==> src/rtl/gpio_shift_out_if.sv <==
// Bundle of the GPIO state input and the three-pin shift-register chain outputs.
// Latency: none (wiring only).
// Backpressure: none; the chain is driven open-loop.
interface gpio_shift_out_if #(
  parameter int WIDTH = 32
);
  logic [WIDTH-1:0] state;
  logic             ser;
  logic             srclk;
  logic             rclk;
  logic             busy;

  // GPIO/bench side: supplies state, observes the chain pins.
  modport master (
    output state,
    input  ser,
    input  srclk,
    input  rclk,
    input  busy
  );

  // Serialiser side: consumes state, drives the chain pins.
  modport slave (
    input  state,
    output ser,
    output srclk,
    output rclk,
    output busy
  );
endinterface

==> src/rtl/gpio_shift_out.sv <==
// Serialises GPIO state MSB-first onto a 74HC595-style chain (ser/srclk/rclk).
// Latency: first srclk rise CLK_DIV+1 edges after a visible change; frame = 2*CLK_DIV*WIDTH+CLK_DIV cycles.
// Backpressure: none; state changes mid-frame are dropped except the last, which is re-sent afterwards.
module gpio_shift_out #(
  parameter int WIDTH   = 32,
  parameter int CLK_DIV = 4
) (
  input  logic             clk,
  input  logic             rst,
  gpio_shift_out_if.slave  bus
);

  localparam int DW = (CLK_DIV > 1) ? $clog2(CLK_DIV) : 1;
  localparam int BW = (WIDTH > 1) ? $clog2(WIDTH) : 1;
  localparam logic [DW-1:0] DIV_MAX = DW'(CLK_DIV - 1);
  localparam logic [BW-1:0] TOP_BIT = BW'(WIDTH - 1);

  typedef enum logic [1:0] {
    IDLE     = 2'd0,
    SHIFT_LO = 2'd1,
    SHIFT_HI = 2'd2,
    LATCH    = 2'd3
  } fsm_t;

  fsm_t             fsm;
  logic [WIDTH-1:0] snap;
  logic [WIDTH-1:0] sent;
  logic [BW-1:0]    bit_cnt;
  logic [DW-1:0]    div;
  logic             init_pend;
  logic             ser_q;
  logic             srclk_q;
  logic             rclk_q;
  logic             busy_q;

  wire div_end = (div == DIV_MAX);

  // Frame sequencer: every output is a register so state never reaches a pin combinationally.
  always_ff @(posedge clk or posedge rst) begin
    if (rst) begin
      fsm       <= IDLE;
      snap      <= '0;
      sent      <= '0;
      bit_cnt   <= '0;
      div       <= '0;
      init_pend <= 1'b1;
      ser_q     <= 1'b0;
      srclk_q   <= 1'b0;
      rclk_q    <= 1'b0;
      busy_q    <= 1'b0;
    end else begin
      case (fsm)
        IDLE: begin
          // init_pend makes the external chain defined even when state matches the reset value of sent.
          if ((bus.state != sent) || init_pend) begin
            snap      <= bus.state;
            ser_q     <= bus.state[WIDTH-1];
            bit_cnt   <= TOP_BIT;
            div       <= '0;
            init_pend <= 1'b0;
            busy_q    <= 1'b1;
            fsm       <= SHIFT_LO;
          end else begin
            ser_q   <= 1'b0;
            srclk_q <= 1'b0;
            rclk_q  <= 1'b0;
            busy_q  <= 1'b0;
          end
        end

        SHIFT_LO: begin
          if (div_end) begin
            div     <= '0;
            srclk_q <= 1'b1;
            fsm     <= SHIFT_HI;
          end else begin
            div <= div + 1'b1;
          end
        end

        SHIFT_HI: begin
          if (div_end) begin
            div     <= '0;
            srclk_q <= 1'b0;
            // ser only moves on the srclk falling edge, giving a full low phase of setup.
            if (bit_cnt == '0) begin
              ser_q  <= 1'b0;
              rclk_q <= 1'b1;
              fsm    <= LATCH;
            end else begin
              bit_cnt <= bit_cnt - 1'b1;
              ser_q   <= snap[bit_cnt - 1'b1];
              fsm     <= SHIFT_LO;
            end
          end else begin
            div <= div + 1'b1;
          end
        end

        LATCH: begin
          if (div_end) begin
            div    <= '0;
            rclk_q <= 1'b0;
            sent   <= snap;
            busy_q <= 1'b0;
            fsm    <= IDLE;
          end else begin
            div <= div + 1'b1;
          end
        end

        default: begin
          fsm <= IDLE;
        end
      endcase
    end
  end

  assign bus.ser   = ser_q;
  assign bus.srclk = srclk_q;
  assign bus.rclk  = rclk_q;
  assign bus.busy  = busy_q;

endmodule

==> src/flat_wrapper.sv <==
// flat-port wrapper written by rule: the top's interface ports become plain ports
module gpio_shift_out_flat 
#(
  parameter int WIDTH   = 32,
  parameter int CLK_DIV = 4
)
  (clk, rst, bus_state, bus_ser, bus_srclk, bus_rclk, bus_busy);
  gpio_shift_out_if #(.WIDTH(WIDTH)) bus_i ();
  input  logic clk;
  input  logic rst;
  input wire logic [$bits(bus_i.state)-1:0] bus_state;
  output wire logic [$bits(bus_i.ser)-1:0] bus_ser;
  output wire logic [$bits(bus_i.srclk)-1:0] bus_srclk;
  output wire logic [$bits(bus_i.rclk)-1:0] bus_rclk;
  output wire logic [$bits(bus_i.busy)-1:0] bus_busy;
  assign bus_i.state = bus_state;
  assign bus_ser = bus_i.ser;
  assign bus_srclk = bus_i.srclk;
  assign bus_rclk = bus_i.rclk;
  assign bus_busy = bus_i.busy;
  gpio_shift_out #(.WIDTH(WIDTH), .CLK_DIV(CLK_DIV)) u_core (.clk(clk), .rst(rst), .bus(bus_i));
endmodule
==> config.mk <==
export PLATFORM = sky130hd
export DESIGN_NAME = gpio_shift_out_flat
export DESIGN_NICKNAME = d
export VERILOG_FILES = /design/src/rtl/gpio_shift_out_if.sv /design/src/rtl/gpio_shift_out.sv /design/src/flat_wrapper.sv
export SDC_FILE = /design/constraint.sdc
export NUM_CORES = 1
export LEC_CHECK = 0
export CAP_MARGIN = 10
export CORE_MARGIN = 1
export CORE_UTILIZATION = 61
export DETAILED_ROUTE_END_ITERATION = 7
export MAX_ROUTING_LAYER = met4
export PLACE_DENSITY = 0.9
export SLEW_MARGIN = 20
export SYNTH_ARGS = -nofsm -noshare
export SYNTH_HDL_FRONTEND = slang
export SYNTH_SLANG_ARGS = --single-unit
==> constraint.sdc <==
create_clock -name clk -period 5.4 [get_ports clk]
set_clock_uncertainty 0.1 [all_clocks]
set_input_delay 1.35 -clock clk [delete_from_list [all_inputs] [get_ports clk]]
set_output_delay 1.35 -clock clk [all_outputs]
set_load 0.01 [all_outputs]
==> impl_metrics.tcl, run 1 <==
set metrics [dict create \
    drv_cap 0 \
    cts_buffer_depth 2 \
    status "finished clean" \
    design_area_um2 4380 \
    min_period_over_period_pct 65.3 \
    fin_cells 409 \
    synth_top_area_share_pct 51.2 \
    fmax_mhz 284 \
    cts_hold_repair.buffers 0 \
    worstMarginPinSlew_ns 0.824 \
    grt_pass1_wl_mm 12.1 \
    firstDrtPassIters 4 \
    core_area_um2 5920 \
    synthCells 293 \
    setup_slack_ns 1.88 \
    required_ns 5.52 \
    maxUsedRoutingLayer "met4" \
    grt_max_degree 51 \
    cts_buffers 9 \
    syn_nets 329 \
    critical_path_class "input pin to flop" \
    diodes 0 \
    grt_usage_pct 26.1 \
    cp-end-kind "flop" \
    fin_crit_ns 3.52 \
    die-width_um 80.5 \
    wirelength_mm 7.22 \
    final_max_slew_viol_count 0 \
    dp_cells 395 \
    synth_largest_area_cell "dfrtp_1" \
    start_util_pct 63.5 \
    synth_area_per_cell_um2 12.8 \
    via_per_inst 5.95 \
    clock_latency_ns 0.34 \
    cts_tree "yes" \
    top_level_ports 38 \
    critical_path_peak_fanout 18 \
    min_path_type "flop to flop" \
    final_core_util_pct 74.0 \
    drive_above_1_share_pct 18.9 \
    synth_ff_type "dfrtp_1" \
    hpwl_mm 5.19 \
    async_flop_share_pct 100 \
    ys_types 42 \
    rsz0062_at_grt "false" \
    cts.sinks 78 \
    yosys_warnings 0 \
    grt_pass1_vias 2466 \
    wl_met2_mm 3.55 \
    rows 28 \
    vias 2434 \
    cp-start-kind "input pin" \
    hold_violations 0 \
    cts_root_buf "clkbuf_8" \
    holdWs_ns 0.392 \
    cts.clk_slew.worst_paths_ns 0.07 \
    p_leak_nw 1.89 \
    die_h_um 80.5 \
    numPortBuffers 37 \
    setup_violations 0 \
    synth_area_leaders "dfrtp_1, mux2_2, mux2_1" \
    synth_edf_count 0 \
    dieArea_um2 6480 \
    postCtsSetupRepairBufs 0 \
    fillers 379 \
    grt-ovfl-total 0 \
    slew_headroom_pct 45.0 \
    wl_met3_um 282 \
    wl_per_cell_um 17.6 \
    arrival_ns 3.64 \
    fin_nets 367 \
    area_delta_synth_final_pct 16.6 \
    max-vdd-ir-drop_v 0.000232 \
    cellPowerDensity_nw_per_um2 335 \
    power_mw 1.47 \
    met1_length_mm 3.16 \
    ys_seq_area_share_pct 51.9 \
    dpl_worst_slack_ns 1.53 \
    syn_area_um2 3760 \
    setup_tns_ns 0 \
    first_iter_violations 137 \
    cts-resized-gates 0 \
    antenna_left 0 \
    post-route-drc-count 0 \
    routabilityCongestion 0.905 \
    antenna_found_initial 0 \
    ys_ff_latch 78 \
    htree_levels 3 \
    dpl_cell_area_um2 4220 \
]
## placed cells by master (no fill, tap or decap), types with 2 or more instances in the layout
cell / synthesis / layout
a21oi_1: 5 / 5
nand4_1: 9 / 9
ha_1: 2 / 2
clkdlybuf4s50_1: 0 / 37
nand2_1: 9 / 9
dfrtp_1: 77 / 77
clkbuf_8: 0 / 10
nor4_2: 2 / 2
mux2_2: 36 / 36
nor3_1: 2 / 2
mux4_1: 2 / 2
nand3_1: 15 / 15
o2bb2ai_1: 2 / 2
o21ai_0: 8 / 8
mux2_1: 28 / 28
buf_4: 0 / 2
nor2_1: 8 / 8
mux4_2: 2 / 2
a32oi_1: 2 / 2
clkinvlp_4: 0 / 2
xnor2_1: 33 / 33
clkinv_2: 0 / 3
inv_1: 7 / 6
o21ai_1: 2 / 2
mux2i_1: 9 / 9
## worst paths after layout
kind | cells past startpoint | slack (ns) | startpoint | end
max in group asynchronous | 3 | 2.97 | rst | u_core.snap[17]$_DFFE_PP0P_
setup reg to reg | 8 | 2.26 | u_core.bit_cnt[0]$_DFFE_PP0P_ | u_core.bus.ser$_DFFE_PP0P_
min in group asynchronous | 2 | 1.37 | rst | u_core.sent[7]$_DFFE_PP0P_
setup / recovery | 7 | 1.88 | bus_state[18] | u_core.snap[7]$_DFFE_PP0P_
hold / removal | 1 | 0.39 | u_core.init_pend$_DFFE_PP1P_ | u_core.init_pend$_DFFE_PP1P_
hold reg to reg | 1 | 0.39 | u_core.init_pend$_DFFE_PP1P_ | u_core.init_pend$_DFFE_PP1P_
## routing by layer
| layer | up-vias | track usage, % |
|---|---|---|
| met5 | - | - |
| met4 | 0 | 11.8 |
| met3 | 23 | 5.11 |
| met2 | 57 | 38.1 |
| met1 | 1218 | 35.3 |
| li1 | 1136 | - |
## synth_stat cells, drive strengths merged (2+ instances only)
| master | count |
|---|---|
| dfrtp | 77 |
| mux2 | 64 |
| xnor2 | 33 |
| nand3 | 15 |
| o21ai | 10 |
| mux2i | 9 |
| nand2 | 9 |
| nand4 | 9 |
| nor2 | 8 |
| clkbuf | 7 |
| inv | 7 |
| buf | 6 |
| a21oi | 5 |
| mux4 | 4 |
| nor4 | 3 |
| a32oi | 2 |
| ha | 2 |
| nor3 | 2 |
| o2bb2ai | 2 |
| xor2 | 2 |
## flip-flops by register name, summed over array words and instances, names as in the netlist
name,count
u_core.bit_cnt,5
u_core.bus.busy,1
u_core.bus.rclk,1
u_core.bus.ser,1
u_core.bus.srclk,1
u_core.div,2
u_core.fsm,2
u_core.init_pend,1
u_core.sent,32
u_core.snap,32
## worst max-delay path, cell delays in order
cell and delay [ns]:
clkdlybuf4s50_1 0.49, xnor2_1 0.13, nand4_1 0.16, nor4_2 0.51, a31oi_4 0.39, buf_16 0.29, mux2_1 0.32
## final cells by class
class,count,area (µm²),share of cell area (%)
Clock buffer,10,138,3.14
Clock inverter,4,25.0,0.571
Inverter,8,31.3,0.713
Multi-Input combinational cell,194,1730,39.5
Sequential cell,78,1950,44.5
Tap cell,75,93.8,2.14
Timing Repair Buffer,40,413,9.42
## cells by family after synthesis
family	Yosys count	synth area share [%]
adders and majority gates	2	0.665
buffers and inverters	21	2.30
AOI/OAI and AO/OA	27	4.99
and+or+nand+nor	53	7.62
xor gates and xnor gates	35	8.35
muxes	77	24.2
DFF	78	51.9
## where the power goes
| part | internal, mW | switching, mW | total (mW) |
|---|---|---|---|
| clock | 0.173 | 0.199 | 0.371 |
| sequential | 0.719 | 0.114 | 0.834 |
| combinational | 0.159 | 0.104 | 0.263 |
| total | 1.05 | 0.417 | 1.47 |
No activity file was read; power rests on OpenSTA's default activity.
==> run 2: changes to the inputs <==
Settings changed: CORE_UTILIZATION 61 to 51, PLACE_DENSITY 0.9 to 0.81.
Clock period 5.4 ns to 3.01 ns, I/O delays scaled along.
==> run 2 against run 1 <==
Largest cell class unchanged. Flip-flop and latch count unchanged. Highest routed layer unchanged. Core utilization is 8.1 points lower. Cell count grew 7.8%. Largest power group unchanged. Critical path depth unchanged. Critical path type unchanged. Combinational power is 84% higher.
==> impl_metrics.tcl, run 2 (synthesized netlist as in run 1, its figures left out) <==
set metrics [dict create \
    status "finished clean" \
    p_leak_nw 1.98 \
    final_cell_mix "dfrtp_1, clkdlybuf4s50_1, mux2_2, xnor2_1, mux2_1" \
    p_clk_share_pct 32.4 \
    top_regs "u_core.sent x32, u_core.snap x32, u_core.bit_cnt x5" \
    fin_nets 376 \
    fmax_mhz 385 \
    critPathTopFamily "buffers and inverters" \
    top_level_ports 38 \
    final_common_cell "dfrtp_1" \
    min_path_type "flop to flop" \
    setup_tns_ns 0 \
    drv_cap 0 \
    grt_pass1_vias 2471 \
    diodes 0 \
    die_h_um 87.9 \
    core_area_um2 6940 \
    postCtsSetupRepairBufs 0 \
    cp_num_buf_inv 2 \
    slowest_delay_ns 0.56 \
    rsz0062_at_grt "false" \
    cts.clk_slew.worst_paths_ns 0.08 \
    setup_violations 0 \
    clock_latency_ns 0.34 \
    drive_above_1_share_pct 21.2 \
    p_sw_share_pct 26.7 \
    max-vdd-ir-drop_v 0.000353 \
    required_ns 3.13 \
    holdWs_ns 0.392 \
    cts_tree "yes" \
    cts_root_buf "clkbuf_8" \
    wirelength_mm 7.61 \
    cp-end-kind "flop" \
    dp_cells 425 \
    start_util_pct 54.2 \
    fillers 500 \
    fin_crit_ns 2.59 \
    setup_slack_ns 0.415 \
    vias 2423 \
    firstDrtPassIters 5 \
    die-width_um 87.9 \
    numPortBuffers 37 \
    min_period_over_period_pct 86.2 \
    cts.sinks 78 \
    final_max_slew_viol_count 0 \
    fin_cells 441 \
    slew_headroom_pct 55.6 \
    first_iter_violations 82 \
    cts_hold_repair.buffers 0 \
    cts_buffer_depth 2 \
    area_delta_synth_final_pct 21.8 \
    pwr-share-seq_pct 51.1 \
    grt_usage_pct 23.2 \
    critical_path_class "input pin to flop" \
    cellPowerDensity_nw_per_um2 641 \
    dieArea_um2 7720 \
    path_cells "clkdlybuf4s50_1 > xnor2_1 > nand4_1 > nor4_2 > a31oi_4 > buf_12 > mux2_1" \
    hold_violations 0 \
    grt_pass1_wl_mm 12.7 \
    internal-power_mw 2.15 \
    cp-start-kind "input pin" \
    cts-resized-gates 0 \
    antenna_left 0 \
    rows 30 \
    cts_buffers 9 \
    antenna_found_initial 0 \
    grt_max_degree 55 \
    slowest_stage "clkdlybuf4s50_1" \
    critical_path_peak_fanout 25 \
    dpl_worst_slack_ns 0.0594 \
    arrival_ns 2.72 \
    worstMarginPinSlew_ns 0.664 \
    post-route-drc-count 0 \
    grt-ovfl-total 0 \
    switchingPower_uw 783 \
    p_comb_share_pct 16.5 \
    wl_per_cell_um 17.3 \
    htree_levels 3 \
    via_per_inst 5.49 \
    routabilityCongestion 0.862 \
    hpwl_mm 5.38 \
]
-- run 2: changes by cell type in the layout (fill, tap and decap cells not counted) --
cell and change:
inv_2 +1, clkbuf_1 +1, buf_16 -1, clkinv_2 -3, clkinvlp_4 -1, buf_12 +3, buf_4 +7, bufinv_16 +3
clkinv_4 +1
-- run 2: through the flow --
stage	utilization, %	cell area (µm²)	power, mW
2_1_floorplan	-	3760	1.77
3_3_place_gp	62.4	4330	1.96
3_5_place_dp	62.4	4330	2.00
4_1_cts	65.9	4580	2.96
5_1_grt	65.9	4580	3.10
6_report	65.9	4580	2.94
-- run 2: area by class of cell --
class	instances	area [µm²]	share of cell area (%)
clock buffer	11	141	3.09
clock inverter	5	106	2.32
tap	96	120	2.62
inverter	8	30.0	0.656
sequential	78	1950	42.7
timing repair buffer	49	498	10.9
multi-input combinational	194	1730	37.8
-- run 2: worst paths after layout --
| kind | startpoint | to | slack, ns | cells past startpoint |
|---|---|---|---|---|
| min reg2reg | u_core.init_pend$_DFFE_PP1P_ | u_core.init_pend$_DFFE_PP1P_ | 0.39 | 1 |
| max reg2reg | u_core.bit_cnt[0]$_DFFE_PP0P_ | u_core.bus.ser$_DFFE_PP0P_ | 0.47 | 8 |
| min in group asynchronous | rst | u_core.snap[30]$_DFFE_PP0P_ | 0.67 | 3 |
| max | bus_state[31] | u_core.snap[24]$_DFFE_PP0P_ | 0.42 | 7 |
| max in group asynchronous | rst | u_core.init_pend$_DFFE_PP1P_ | 1.83 | 3 |
| min | u_core.init_pend$_DFFE_PP1P_ | u_core.init_pend$_DFFE_PP1P_ | 0.39 | 1 |
-- run 2: power by group through the flow --
stage | logic [mW] | clock network, mW | registers, mW
floorplan | 0.342 | 0 | 1.42
detailed placement | 0.486 | 0 | 1.51
global placement | 0.462 | 0 | 1.50
global route | 0.540 | 1.02 | 1.53
finish | 0.484 | 0.952 | 1.50
CTS | 0.493 | 0.972 | 1.49
-- run 2: worst register-to-register path, cell delays in order (launching register included) --
cell,delay (ns)
dfrtp_1,0.37
clkinv_1,0.09
ha_1,0.30
xor2_2,0.30
mux4_1,0.62
mux2i_1,0.20
o221ai_1,0.15
o21ai_1,0.15
a41oi_2,0.15
-- run 2: routing by layer --
| metal | routed length, µm | GRT usage [%] | up-vias |
|---|---|---|---|
| li1 | - | - | 1148 |
| met1 | 3390 | 29.7 | 1213 |
| met2 | 3790 | 34.9 | 51 |
| met3 | 270 | 4.62 | 11 |
| met4 | 169 | 12.1 | 0 |
| met5 | 0 | - | - |
==> run 3: changes to the inputs <==
Settings changed: ABC_AREA set to 1, CORE_UTILIZATION 51 to 52, HOLD_SLACK_MARGIN set to 0.1.
==> run 3 against run 2 <==
Global-route usage up 3.2 points. Highest routed layer unchanged. Setup slack better by 0.084 ns. Wire length up 19%. Clock power about the same. Synthesized area up 5.1%. Power down 26%. Flip-flop and latch count unchanged. Sequential share of layout area down 0.70 points. First-iteration DRC count rose to 2.9 times the previous value. Combinational power down 70%. Count of clock-buffer cells in the layout down 1. Fmax up 3.3%.
==> impl_metrics.tcl, run 3 <==
set metrics [dict create \
    drive_above_1_share_pct 5.49 \
    core_area_um2 7290 \
    fillers 658 \
    path_cells "clkdlybuf4s50_1 > inv_1 > a21oi_1 > nand3_1 > nor2_1 > nand2_1 > nor2_2 > nand2_2 > nand2_4 > inv_2 > nor2_1 > nand2_1" \
    via_per_inst 5.08 \
    firstDrtPassIters 5 \
    critical_path_peak_fanout 16 \
    min_path_type "flop to flop" \
    arrival_ns 2.64 \
    synth_largest_area_cell "dfrtp_1" \
    routabilityCongestion 0.941 \
    synth_edf_count 0 \
    async_flop_share_pct 100 \
    antenna_found_initial 0 \
    synth_area_per_cell_um2 7.30 \
    synth_top_area_share_pct 48.8 \
    cp-end-kind "flop" \
    cts_buffers 9 \
    wl_per_cell_um 13.3 \
    start_util_pct 54.2 \
    rrSetupSlack_ns 0.77 \
    synthCells 541 \
    cts_root_buf "clkbuf_8" \
    first_iter_violations 240 \
    setup_tns_ns 0 \
    final_core_util_pct 63.8 \
    fmax_mhz 398 \
    fin_nets 614 \
    htree_levels 3 \
    max-vdd-ir-drop_v 0.000245 \
    die_h_um 89.2 \
    top_level_ports 38 \
    grt_pass1_wl_mm 15.2 \
    cts-resized-gates 0 \
    p_leak_nw 2.42 \
    grt_usage_pct 26.4 \
    ys_types 24 \
    rsz0062_at_grt "false" \
    cellPowerDensity_nw_per_um2 469 \
    postCtsSetupRepairBufs 0 \
    clock_latency_ns 0.35 \
    slew_headroom_pct 61.7 \
    rows 31 \
    vias 3463 \
    worstMarginPinSlew_ns 0.574 \
    final_cell_mix "nand2_1, dfrtp_1, inv_1, o21ai_0, clkdlybuf4s50_1" \
    ys_seq_area_share_pct 49.4 \
    cts.clk_slew.worst_paths_ns 0.08 \
    synth_common_cells "nand2_1, dfrtp_1, inv_1, o21ai_0, nand3_1" \
    slowest_delay_ns 0.49 \
    cts_buffer_depth 2 \
    syn_area_um2 3950 \
    cts_hold_repair.buffers 0 \
    slowest_stage "clkdlybuf4s50_1" \
    antenna_left 0 \
    fin_crit_ns 2.51 \
    grt_max_degree 51 \
    top_regs "u_core.sent x32, u_core.snap x32, u_core.bit_cnt x5" \
    yosysMostFrequentCell "nand2_1" \
    area_delta_synth_final_pct 17.8 \
    grt_pass1_vias 3333 \
    numPortBuffers 37 \
    ys_ff_latch 78 \
    wirelength_mm 9.06 \
    setup_violations 0 \
    yosys_warnings 0 \
    status "finished clean" \
    die-width_um 89.2 \
    final_max_slew_viol_count 0 \
    grt-ovfl-total 0 \
    hpwl_mm 6.52 \
    cp-start-kind "input pin" \
    hold_violations 0 \
    synth_area_leaders "dfrtp_1, nand2_1, inv_1" \
    post-route-drc-count 0 \
    syn_nets 577 \
    final_common_cell "nand2_1" \
    synth_ff_type "dfrtp_1" \
    diodes 0 \
    critical_path_class "input pin to flop" \
    cts.sinks 78 \
    cts_tree "yes" \
    drv_cap 0 \
    min_period_over_period_pct 83.4 \
    required_ns 3.14 \
    dieArea_um2 7950 \
]
-- run 3: cell count changes in the layout (fill, tap and decap cells not counted), sizes merged, moves of 4 or more --
cell	previous run	this run
o21ai	10	42
inv	7	64
buf	12	6
nor2	8	26
mux2i	9	0
mux2	64	0
nand2	9	250
xnor2	33	9
mux4	4	0
nand3	15	35
-- run 3: area by class of cell --
class,count,area [µm²],area share (%)
sequential,78,1950,42.0
clock inverter,6,109,2.34
timing repair buffer,43,428,9.19
clock buffer,10,138,2.96
multi-input combinational,382,1660,35.7
tap,99,124,2.66
inverter,64,240,5.16
-- run 3: logic make-up (layout without fill, tap and decap cells) --
family | after synthesis | after routing | synth area share [%]
DFF | 78 | 78 | 49.4
and+or+nand+nor | 322 | 322 | 32.9
adders and majority gates | 2 | 2 | 0.633
AOI/OAI and AO/OA | 46 | 46 | 5.86
buffers and inverters | 81 | 123 | 8.52
xor gates and xnor gates | 12 | 12 | 2.66
-- run 3: critical path, delay by kind of cell --
kind	cells	cell delay, ns
AND/OR/NAND/NOR	8	0.97
buffers and inverters	3	0.75
AO/OA/AOI/OAI	1	0.15
-- run 3: power by group --
part | switching [mW] | internal [mW]
Combinational | 0.0745 | 0.0702
Sequential | 0.0199 | 1.07
Clock | 0.379 | 0.572
Total | 0.474 | 1.71
-- run 3: final timing paths --
check                                         startpoint                       endpoint  cells past startpoint
max                                        bus_state[31]  u_core.bit_cnt[4]$_DFFE_PP0P_                     12
min                            u_core.div[1]$_DFFE_PP0P_      u_core.div[1]$_DFFE_PP0P_                      2
max reg2reg                u_core.bit_cnt[0]$_DFFE_PP0P_     u_core.bus.ser$_DFFE_PP0P_                     12
min reg2reg                    u_core.div[1]$_DFFE_PP0P_      u_core.div[1]$_DFFE_PP0P_                      2
max in group asynchronous                            rst  u_core.bit_cnt[4]$_DFFE_PP0P_                      3
min in group asynchronous                            rst    u_core.snap[19]$_DFFE_PP0P_                      2
-- run 3: metrics by stage --
step	area [µm²]	instances	hold WS (ns)	total power, mW	setup slack [ns]
2_1_floorplan	3950	541	0.337	1.17	0.164
3_3_place_gp	4410	666	0.360	1.25	0.258
3_5_place_dp	4410	666	0.363	1.26	0.148
4_1_cts	4660	682	0.383	2.21	0.505
5_1_grt	4660	682	0.396	2.27	0.412
6_report	4660	682	0.377	2.19	0.499
-- run 3: layer usage --
metal  part of all wire [%]  GRT usage (%)  vias up  wire length [µm]
met5                      0              -        -                 0
met1                     45           32.4     1600              4050
li1                       -              -     1733                 -
met2                     48           42.5      113              4350
met3                    4.4           4.71       17               396
met4                    2.9           12.3        0               265
